==> config.mk <==
export PLATFORM = sky130hd
export DESIGN_NAME = axis_frame_gen_flat
export DESIGN_NICKNAME = d
export VERILOG_FILES = /design/src/rtl/axis_frame_gen_if.sv /design/src/rtl/axis_frame_gen.sv /design/src/flat_wrapper.sv
export SDC_FILE = /design/constraint.sdc
export NUM_CORES = 1
export LEC_CHECK = 0
export ABC_CLOCK_PERIOD_IN_PS = 3300
export CORE_ASPECT_RATIO = 2
export CORE_MARGIN = 5
export CORE_UTILIZATION = 56
export CTS_BUF_LIST = sky130_fd_sc_hd__clkbuf_8
export CTS_CLUSTER_DIAMETER = 100
export CTS_CLUSTER_SIZE = 25
export DETAILED_ROUTE_END_ITERATION = 10
export PLACE_DENSITY = 0.92
export SKIP_LAST_GASP = 1
export SLEW_MARGIN = 20
export SYNTH_ARGS = -nofsm -noshare
export SYNTH_HDL_FRONTEND = slang
export SYNTH_SLANG_ARGS = --single-unit
==> constraint.sdc <==
create_clock -name clock -period 3.3 [get_ports clock]
set_input_delay 0.66 -clock clock [delete_from_list [all_inputs] [get_ports clock]]
set_output_delay 0.66 -clock clock [all_outputs]
set_load 0.01 [all_outputs]
==> src/rtl/axis_frame_gen_if.sv <==
// AXI-stream handshake bundle between the frame generator and its consumer.
interface axis_frame_gen_if #(
    parameter int DSIZE = 8
);
    logic [DSIZE-1:0] tdata;
    logic             tvalid;
    logic             tready;
    logic             tlast;

    modport master (output tdata, output tvalid, output tlast, input tready);
    modport slave  (input tdata, input tvalid, input tlast, output tready);
endinterface

==> src/rtl/axis_frame_gen.sv <==
// Counter-pattern AXI-stream frame source with programmable length and gap.
// Optional trailer checksum beat enabled by AXIS_FRAME_GEN_CSUM_EN.
module axis_frame_gen #(
    parameter int DSIZE = 8,
    parameter int LSIZE = 10,
    parameter int GSIZE = 8
) (
    input  logic                 clock,
    input  logic                 rst,
    input  logic                 enable,
    input  logic [LSIZE-1:0]     frame_len,
    input  logic [GSIZE-1:0]     gap_len,
    axis_frame_gen_if.master     axis,
    output logic [15:0]          frame_cnt,
    output logic                 busy
);
    typedef enum logic [1:0] {
        ST_IDLE = 2'd0,
        ST_SEND = 2'd1,
        ST_GAP  = 2'd2
    } state_t;

    state_t           state_r, state_s;
    logic [LSIZE-1:0] len_r, len_s;
    logic [GSIZE-1:0] gap_r, gap_s;
    logic [LSIZE-1:0] idx_r, idx_s;
    logic [GSIZE-1:0] gap_cnt_r, gap_cnt_s;
    logic [DSIZE-1:0] tdata_r, tdata_s;
    logic             tvalid_r, tvalid_s;
    logic             tlast_r, tlast_s;
    logic [15:0]      frame_cnt_r, frame_cnt_s;
    logic             busy_r, busy_s;
    logic             hs_s;
`ifdef AXIS_FRAME_GEN_CSUM_EN
    logic [DSIZE-1:0] csum_r, csum_s;
    logic             trailer_r, trailer_s;

    function automatic logic [DSIZE-1:0] csum_step(input logic [DSIZE-1:0] acc,
                                                   input logic [DSIZE-1:0] beat);
        return acc ^ beat;
    endfunction
`endif

    assign hs_s = tvalid_r & axis.tready;

    // Next-state and next-output computation for every register.
    always_comb begin
        state_s     = state_r;
        len_s       = len_r;
        gap_s       = gap_r;
        idx_s       = idx_r;
        gap_cnt_s   = gap_cnt_r;
        tdata_s     = tdata_r;
        tvalid_s    = tvalid_r;
        tlast_s     = tlast_r;
        frame_cnt_s = frame_cnt_r;
        busy_s      = busy_r;
`ifdef AXIS_FRAME_GEN_CSUM_EN
        csum_s      = csum_r;
        trailer_s   = trailer_r;
`endif
        case (state_r)
            ST_IDLE: begin
                if (enable) begin
                    state_s  = ST_SEND;
                    len_s    = frame_len;
                    gap_s    = gap_len;
                    idx_s    = '0;
                    tdata_s  = DSIZE'(frame_cnt_r);
                    tvalid_s = 1'b1;
                    busy_s   = 1'b1;
`ifdef AXIS_FRAME_GEN_CSUM_EN
                    tlast_s   = 1'b0;
                    csum_s    = '0;
                    trailer_s = 1'b0;
`else
                    tlast_s  = (frame_len == '0);
`endif
                end else begin
                    tvalid_s = 1'b0;
                    tlast_s  = 1'b0;
                    busy_s   = 1'b0;
                end
            end
            ST_SEND: begin
                if (hs_s) begin
`ifdef AXIS_FRAME_GEN_CSUM_EN
                    if (trailer_r) begin
                        state_s     = ST_GAP;
                        tvalid_s    = 1'b0;
                        tlast_s     = 1'b0;
                        tdata_s     = '0;
                        gap_cnt_s   = '0;
                        trailer_s   = 1'b0;
                        frame_cnt_s = frame_cnt_r + 16'd1;
                    end else if (idx_r == len_r) begin
                        // Final payload beat accepted: present the folded checksum.
                        tdata_s   = csum_step(csum_r, tdata_r);
                        csum_s    = csum_step(csum_r, tdata_r);
                        tlast_s   = 1'b1;
                        trailer_s = 1'b1;
                    end else begin
                        idx_s   = idx_r + LSIZE'(1);
                        tdata_s = tdata_r + DSIZE'(1);
                        csum_s  = csum_step(csum_r, tdata_r);
                        tlast_s = 1'b0;
                    end
`else
                    if (idx_r == len_r) begin
                        state_s     = ST_GAP;
                        tvalid_s    = 1'b0;
                        tlast_s     = 1'b0;
                        tdata_s     = '0;
                        gap_cnt_s   = '0;
                        frame_cnt_s = frame_cnt_r + 16'd1;
                    end else begin
                        idx_s   = idx_r + LSIZE'(1);
                        tdata_s = tdata_r + DSIZE'(1);
                        tlast_s = ((idx_r + LSIZE'(1)) == len_r);
                    end
`endif
                end else begin
                    tvalid_s = 1'b1;
                end
            end
            ST_GAP: begin
                if (gap_cnt_r == gap_r) begin
                    state_s = ST_IDLE;
                    busy_s  = 1'b0;
                end else begin
                    gap_cnt_s = gap_cnt_r + GSIZE'(1);
                end
            end
            default: begin
                state_s  = ST_IDLE;
                tvalid_s = 1'b0;
                tlast_s  = 1'b0;
                tdata_s  = '0;
                busy_s   = 1'b0;
            end
        endcase
    end

    // State and output registers with synchronous reset.
    always_ff @(posedge clock) begin
        if (rst) begin
            state_r     <= ST_IDLE;
            len_r       <= '0;
            gap_r       <= '0;
            idx_r       <= '0;
            gap_cnt_r   <= '0;
            tdata_r     <= '0;
            tvalid_r    <= 1'b0;
            tlast_r     <= 1'b0;
            frame_cnt_r <= 16'd0;
            busy_r      <= 1'b0;
`ifdef AXIS_FRAME_GEN_CSUM_EN
            csum_r      <= '0;
            trailer_r   <= 1'b0;
`endif
        end else begin
            state_r     <= state_s;
            len_r       <= len_s;
            gap_r       <= gap_s;
            idx_r       <= idx_s;
            gap_cnt_r   <= gap_cnt_s;
            tdata_r     <= tdata_s;
            tvalid_r    <= tvalid_s;
            tlast_r     <= tlast_s;
            frame_cnt_r <= frame_cnt_s;
            busy_r      <= busy_s;
`ifdef AXIS_FRAME_GEN_CSUM_EN
            csum_r      <= csum_s;
            trailer_r   <= trailer_s;
`endif
        end
    end

    assign axis.tdata  = tdata_r;
    assign axis.tvalid = tvalid_r;
    assign axis.tlast  = tlast_r;
    assign frame_cnt   = frame_cnt_r;
    assign busy        = busy_r;
endmodule
==> src/flat_wrapper.sv <==
// flat-port wrapper written by rule: the top's interface ports become plain ports
module axis_frame_gen_flat 
#(
    parameter int DSIZE = 8,
    parameter int LSIZE = 10,
    parameter int GSIZE = 8
)
  (clock, rst, enable, frame_len, gap_len, frame_cnt, busy, axis_tdata, axis_tvalid, axis_tlast, axis_tready);
  axis_frame_gen_if #(.DSIZE(DSIZE)) axis_i ();
  input  logic clock;
  input  logic rst;
  input  logic enable;
  input  logic [LSIZE-1:0] frame_len;
  input  logic [GSIZE-1:0] gap_len;
  output logic [15:0] frame_cnt;
  output logic busy;
  output wire logic [$bits(axis_i.tdata)-1:0] axis_tdata;
  output wire logic [$bits(axis_i.tvalid)-1:0] axis_tvalid;
  output wire logic [$bits(axis_i.tlast)-1:0] axis_tlast;
  input wire logic [$bits(axis_i.tready)-1:0] axis_tready;
  assign axis_tdata = axis_i.tdata;
  assign axis_tvalid = axis_i.tvalid;
  assign axis_tlast = axis_i.tlast;
  assign axis_i.tready = axis_tready;
  axis_frame_gen #(.DSIZE(DSIZE), .LSIZE(LSIZE), .GSIZE(GSIZE)) u_core (.clock(clock), .rst(rst), .enable(enable), .frame_len(frame_len), .gap_len(gap_len), .axis(axis_i), .frame_cnt(frame_cnt), .busy(busy));
endmodule
==> results.py <==
metrics = {
    "timing": {
        "finalHoldViolCount": 0,
        "finalCriticalPeriod_ns": 2.63,
        "fin_crit_sh_pct": 79.6,
        "fin_worst_skew_ns": 0.0123,
        "slew_headroom_pct": 40.7,
        "worst_pin_slew_ns": 0.882,
        "maxSlewViolCount": 0,
        "setup_tns_ns": 0,
        "setup_viol": 0,
        "rsz0062_at_grt": "false",
        "timing.fmax_mhz": 381,
        "finalWorstSetupSlack_ns": 0.673,
    },
    "clock_tree": {
        "cts_num_sinks": 65,
        "path_clk_slew_ns": 0.07,
        "clk_path_buf_depth": 2,
        "clock_latency_ns": 0.36,
        "numCtsBuffers": 9,
        "root_buffer": "clkbuf_8",
        "post_cts_buffers": 0,
        "cts_tree": "done",
        "postCtsResizedCells": 0,
        "ctsHoldBuffers": 0,
        "htree_levels": 3,
    },
    "synthesis": {
        "synth.distinct_cells": 46,
        "ys.flop_type": "dfxtp_1",
        "yosysSeqAreaShare_pct": 38.2,
        "syn_area_sq_mm": 0.00341,
        "yosysTopAreaCellShare_pct": 38.2,
        "synth-edff-count": 0,
        "async_reset_ff_share_pct": 0,
        "ys_ff_latch": 65,
        "synth_area_leaders": "dfxtp_1 38%, a21oi_1 7.9%, nand2_1 6.4%",
        "synth_cells": 427,
        "avgSynthCellArea_sq_um": 7.98,
        "yosysWarnings": 0,
        "yosys.area.top_type": "dfxtp_1",
        "syn_nets": 453,
    },
    "floorplanning": {
        "start_util_pct": 57.2,
        "die-area_sq_mm": 0.00784,
        "num_rows": 40,
        "die_w_microns": 65.2,
        "core_region_area_sq_mm": 0.00596,
        "die-height_microns": 120,
        "num_io_pins": 49,
    },
    "worst_setup_path": {
        "path_buf_inv": 0,
        "worstPathRequired_ns": 3.58,
        "crit_chain": "xor2_1 > or4_4 > nor4_2 > o21ai_0 > a21oi_1",
        "crit_family": "simple AND/OR/NAND/NOR gates",
        "start_kind": "register",
        "rr_worst_depth": 5,
        "worstSetupPathType": "reg -> reg",
        "reg2reg_slack_ns": 0.67,
        "cp-end-kind": "register",
        "critPathMaxFanout": 12,
        "timing.rr.start": "u_core.idx_r[2]",
        "cpPeakStageDelay_ns": 0.75,
        "arrival_ns": 2.91,
        "crit_slowest_cell": "nor4_2",
        "r2r_end": "u_core.idx_r[1]",
    },
    "placement": {
        "place_ws_ns": 0.502,
        "dp_hpwl_mm": 6.78,
        "dpl_cell_area_sq_mm": 0.00394,
        "gp_congestion": 0.990,
        "port_buffers": 48,
    },
    "layout": {
        "final_net_count": 499,
        "diodes": 0,
        "final_area_sq_mm": 0.00418,
        "final_cell_mix": "65 x dfxtp_1, 58 x nand2_1, 54 x a21oi_1",
        "layout-drive-gt1-share_pct": 7.32,
        "final_common_cell": "dfxtp_1",
        "area_delta_synth_final_pct": 22.7,
        "fillers": 454,
    },
    "power": {
        "power_frac_clock_pct": 44.7,
        "power.density_mw_per_mm2": 441,
        "switchingPower_uw": 443,
        "power_leakage_nw": 1.45,
        "intPower_mw": 1.40,
        "power_frac_seq_pct": 44.7,
        "vdd_ir_drop_max_uv": 406,
        "power.total_mw": 1.85,
        "p_sw_share_pct": 24.0,
        "power_frac_comb_pct": 10.6,
    },
    "global_routing": {
        "antenna_found_initial": 0,
        "grt-ovfl-total": 0,
        "grt_pass1_wl_mm": 16.0,
        "grt_pass1_vias": 3470,
        "grt.total_usage_pct": 26.1,
        "grt_max_degree": 43,
    },
    "detailed_routing": {
        "vias": 3478,
        "drt_first_iter_violations": 239,
        "vias_per_cell": 6.43,
        "routedWlPerCell_microns": 17.8,
        "ant_nets": 0,
        "first_pass_iters": 5,
        "drc_errors": 0,
        "totalWireLength_mm": 9.62,
    },
    "worst_hold_path": {
        "min_path_cells": 2,
        "hold_path_end": "u_core.gap_r[3]",
        "hold_start": "u_core.gap_r[3]",
        "hold_path.class": "reg -> reg",
    },
    "job": {
        "maxCapViolCount": 0,
    },
    "outcome": {
        "status": "completed",
    },
}
## logic make-up (layout without fill, tap and decap cells)
kind of cell | Yosys count | in the layout | share of synthesized area, %
muxes | 7 | 7 | 2.13
buffers and inverters | 30 | 81 | 3.56
and+or+nand+nor | 176 | 176 | 27.0
adders and majority gates | 4 | 4 | 1.47
AOI/OAI and AO/OA | 118 | 118 | 20.7
DFF | 65 | 65 | 38.2
xor gates and xnor gates | 27 | 27 | 6.94
## power by group through the flow
stage	combinational (mW)	sequential [mW]	clock, mW
4_1_cts	0.193	0.824	0.833
6_report	0.196	0.824	0.825
3_3_place_gp	0.186	0.841	0
5_1_grt	0.213	0.826	0.871
3_5_place_dp	0.191	0.841	0
2_1_floorplan	0.116	0.836	0
## per-stage QoR
step	hold slack [ns]	instances	util (%)
2_1_floorplan	0.448	427	-
6_report	0.474	541	70.2
4_1_cts	0.476	541	70.2
3_3_place_gp	0.458	525	66.1
5_1_grt	0.495	541	70.2
3_5_place_dp	0.466	525	66.1
## Yosys cell counts, drive strengths merged, types with 2 or more instances
master and instances:
and3 7, a21boi 5, a31oi 2, nor3 12, o21a 3, nand2b 3
xnor2 17, nand2 58, nand4 11, o21ai 24, or3 12, and2 5
nor2b 6, nor4 7, a22oi 6, nand3 22, nor3b 2, ha 4
o31ai 11, clkbuf 18, inv 9, mux2i 5, buf 3, or4 13
mux2 2, a21oi 54, or2 2, nor2 13, xor2 10, dfxtp 65
a21o 3, o21ba 3
## flip-flops by register name, summed over array words and instances (netlist names)
| register | count |
|---|---|
| u_core.frame_cnt | 16 |
| u_core.idx_r | 10 |
| u_core.len_r | 10 |
| u_core.axis.tdata | 8 |
| u_core.gap_cnt_r | 8 |
| u_core.gap_r | 8 |
| u_core.state_r | 2 |
| u_core.axis.tlast | 1 |
| u_core.axis.tvalid | 1 |
| u_core.busy | 1 |
## worst reg2reg max path: cells and delay by family, from the launching register on
| family | cells | cell delay (ns) |
|---|---|---|
| AOI/OAI and AO/OA | 2 | 0.43 |
| xor gates and xnor gates | 1 | 0.20 |
| DFF | 1 | 0.59 |
| and+or+nand+nor | 2 | 1.34 |
## cell type report
type	instances	area [sq um]	area share (%)
Tap cell	63	78.8	1.89
Multi-Input combinational cell	332	1990	47.5
Clock inverter	6	106	2.54
Clock buffer	10	138	3.29
Timing Repair Buffer	56	536	12.8
Sequential cell	65	1300	31.1
Inverter	9	33.8	0.808
## metal layers
metal	part of all wire [%]	routed length, microns	global-route usage [%]	up-vias
li1	-	-	-	1644
met5	0	0	0	-
met4	5.7	544	17.5	0
met1	37	3510	26.9	1639
met3	4.9	472	5.67	51
met2	53	5090	45.8	144
## worst max-delay path by stage
| stage | startpoint | to | slack [ns] | cells past startpoint |
|---|---|---|---|---|
| global placement | axis_tready | u_core.frame_cnt[15] | 0.57 | 5 |
| global route | u_core.idx_r[2] | u_core.frame_cnt[15] | 0.49 | 6 |
| detailed placement | axis_tready | u_core.frame_cnt[15] | 0.50 | 5 |
| CTS | u_core.idx_r[2] | u_core.frame_cnt[8] | 0.79 | 5 |
| finish | u_core.idx_r[2] | u_core.idx_r[1] | 0.67 | 5 |
| floorplan | u_core.idx_r[5] | u_core.frame_cnt[12] | 1.03 | 7 |
No activity file was read; power rests on OpenSTA's default activity.
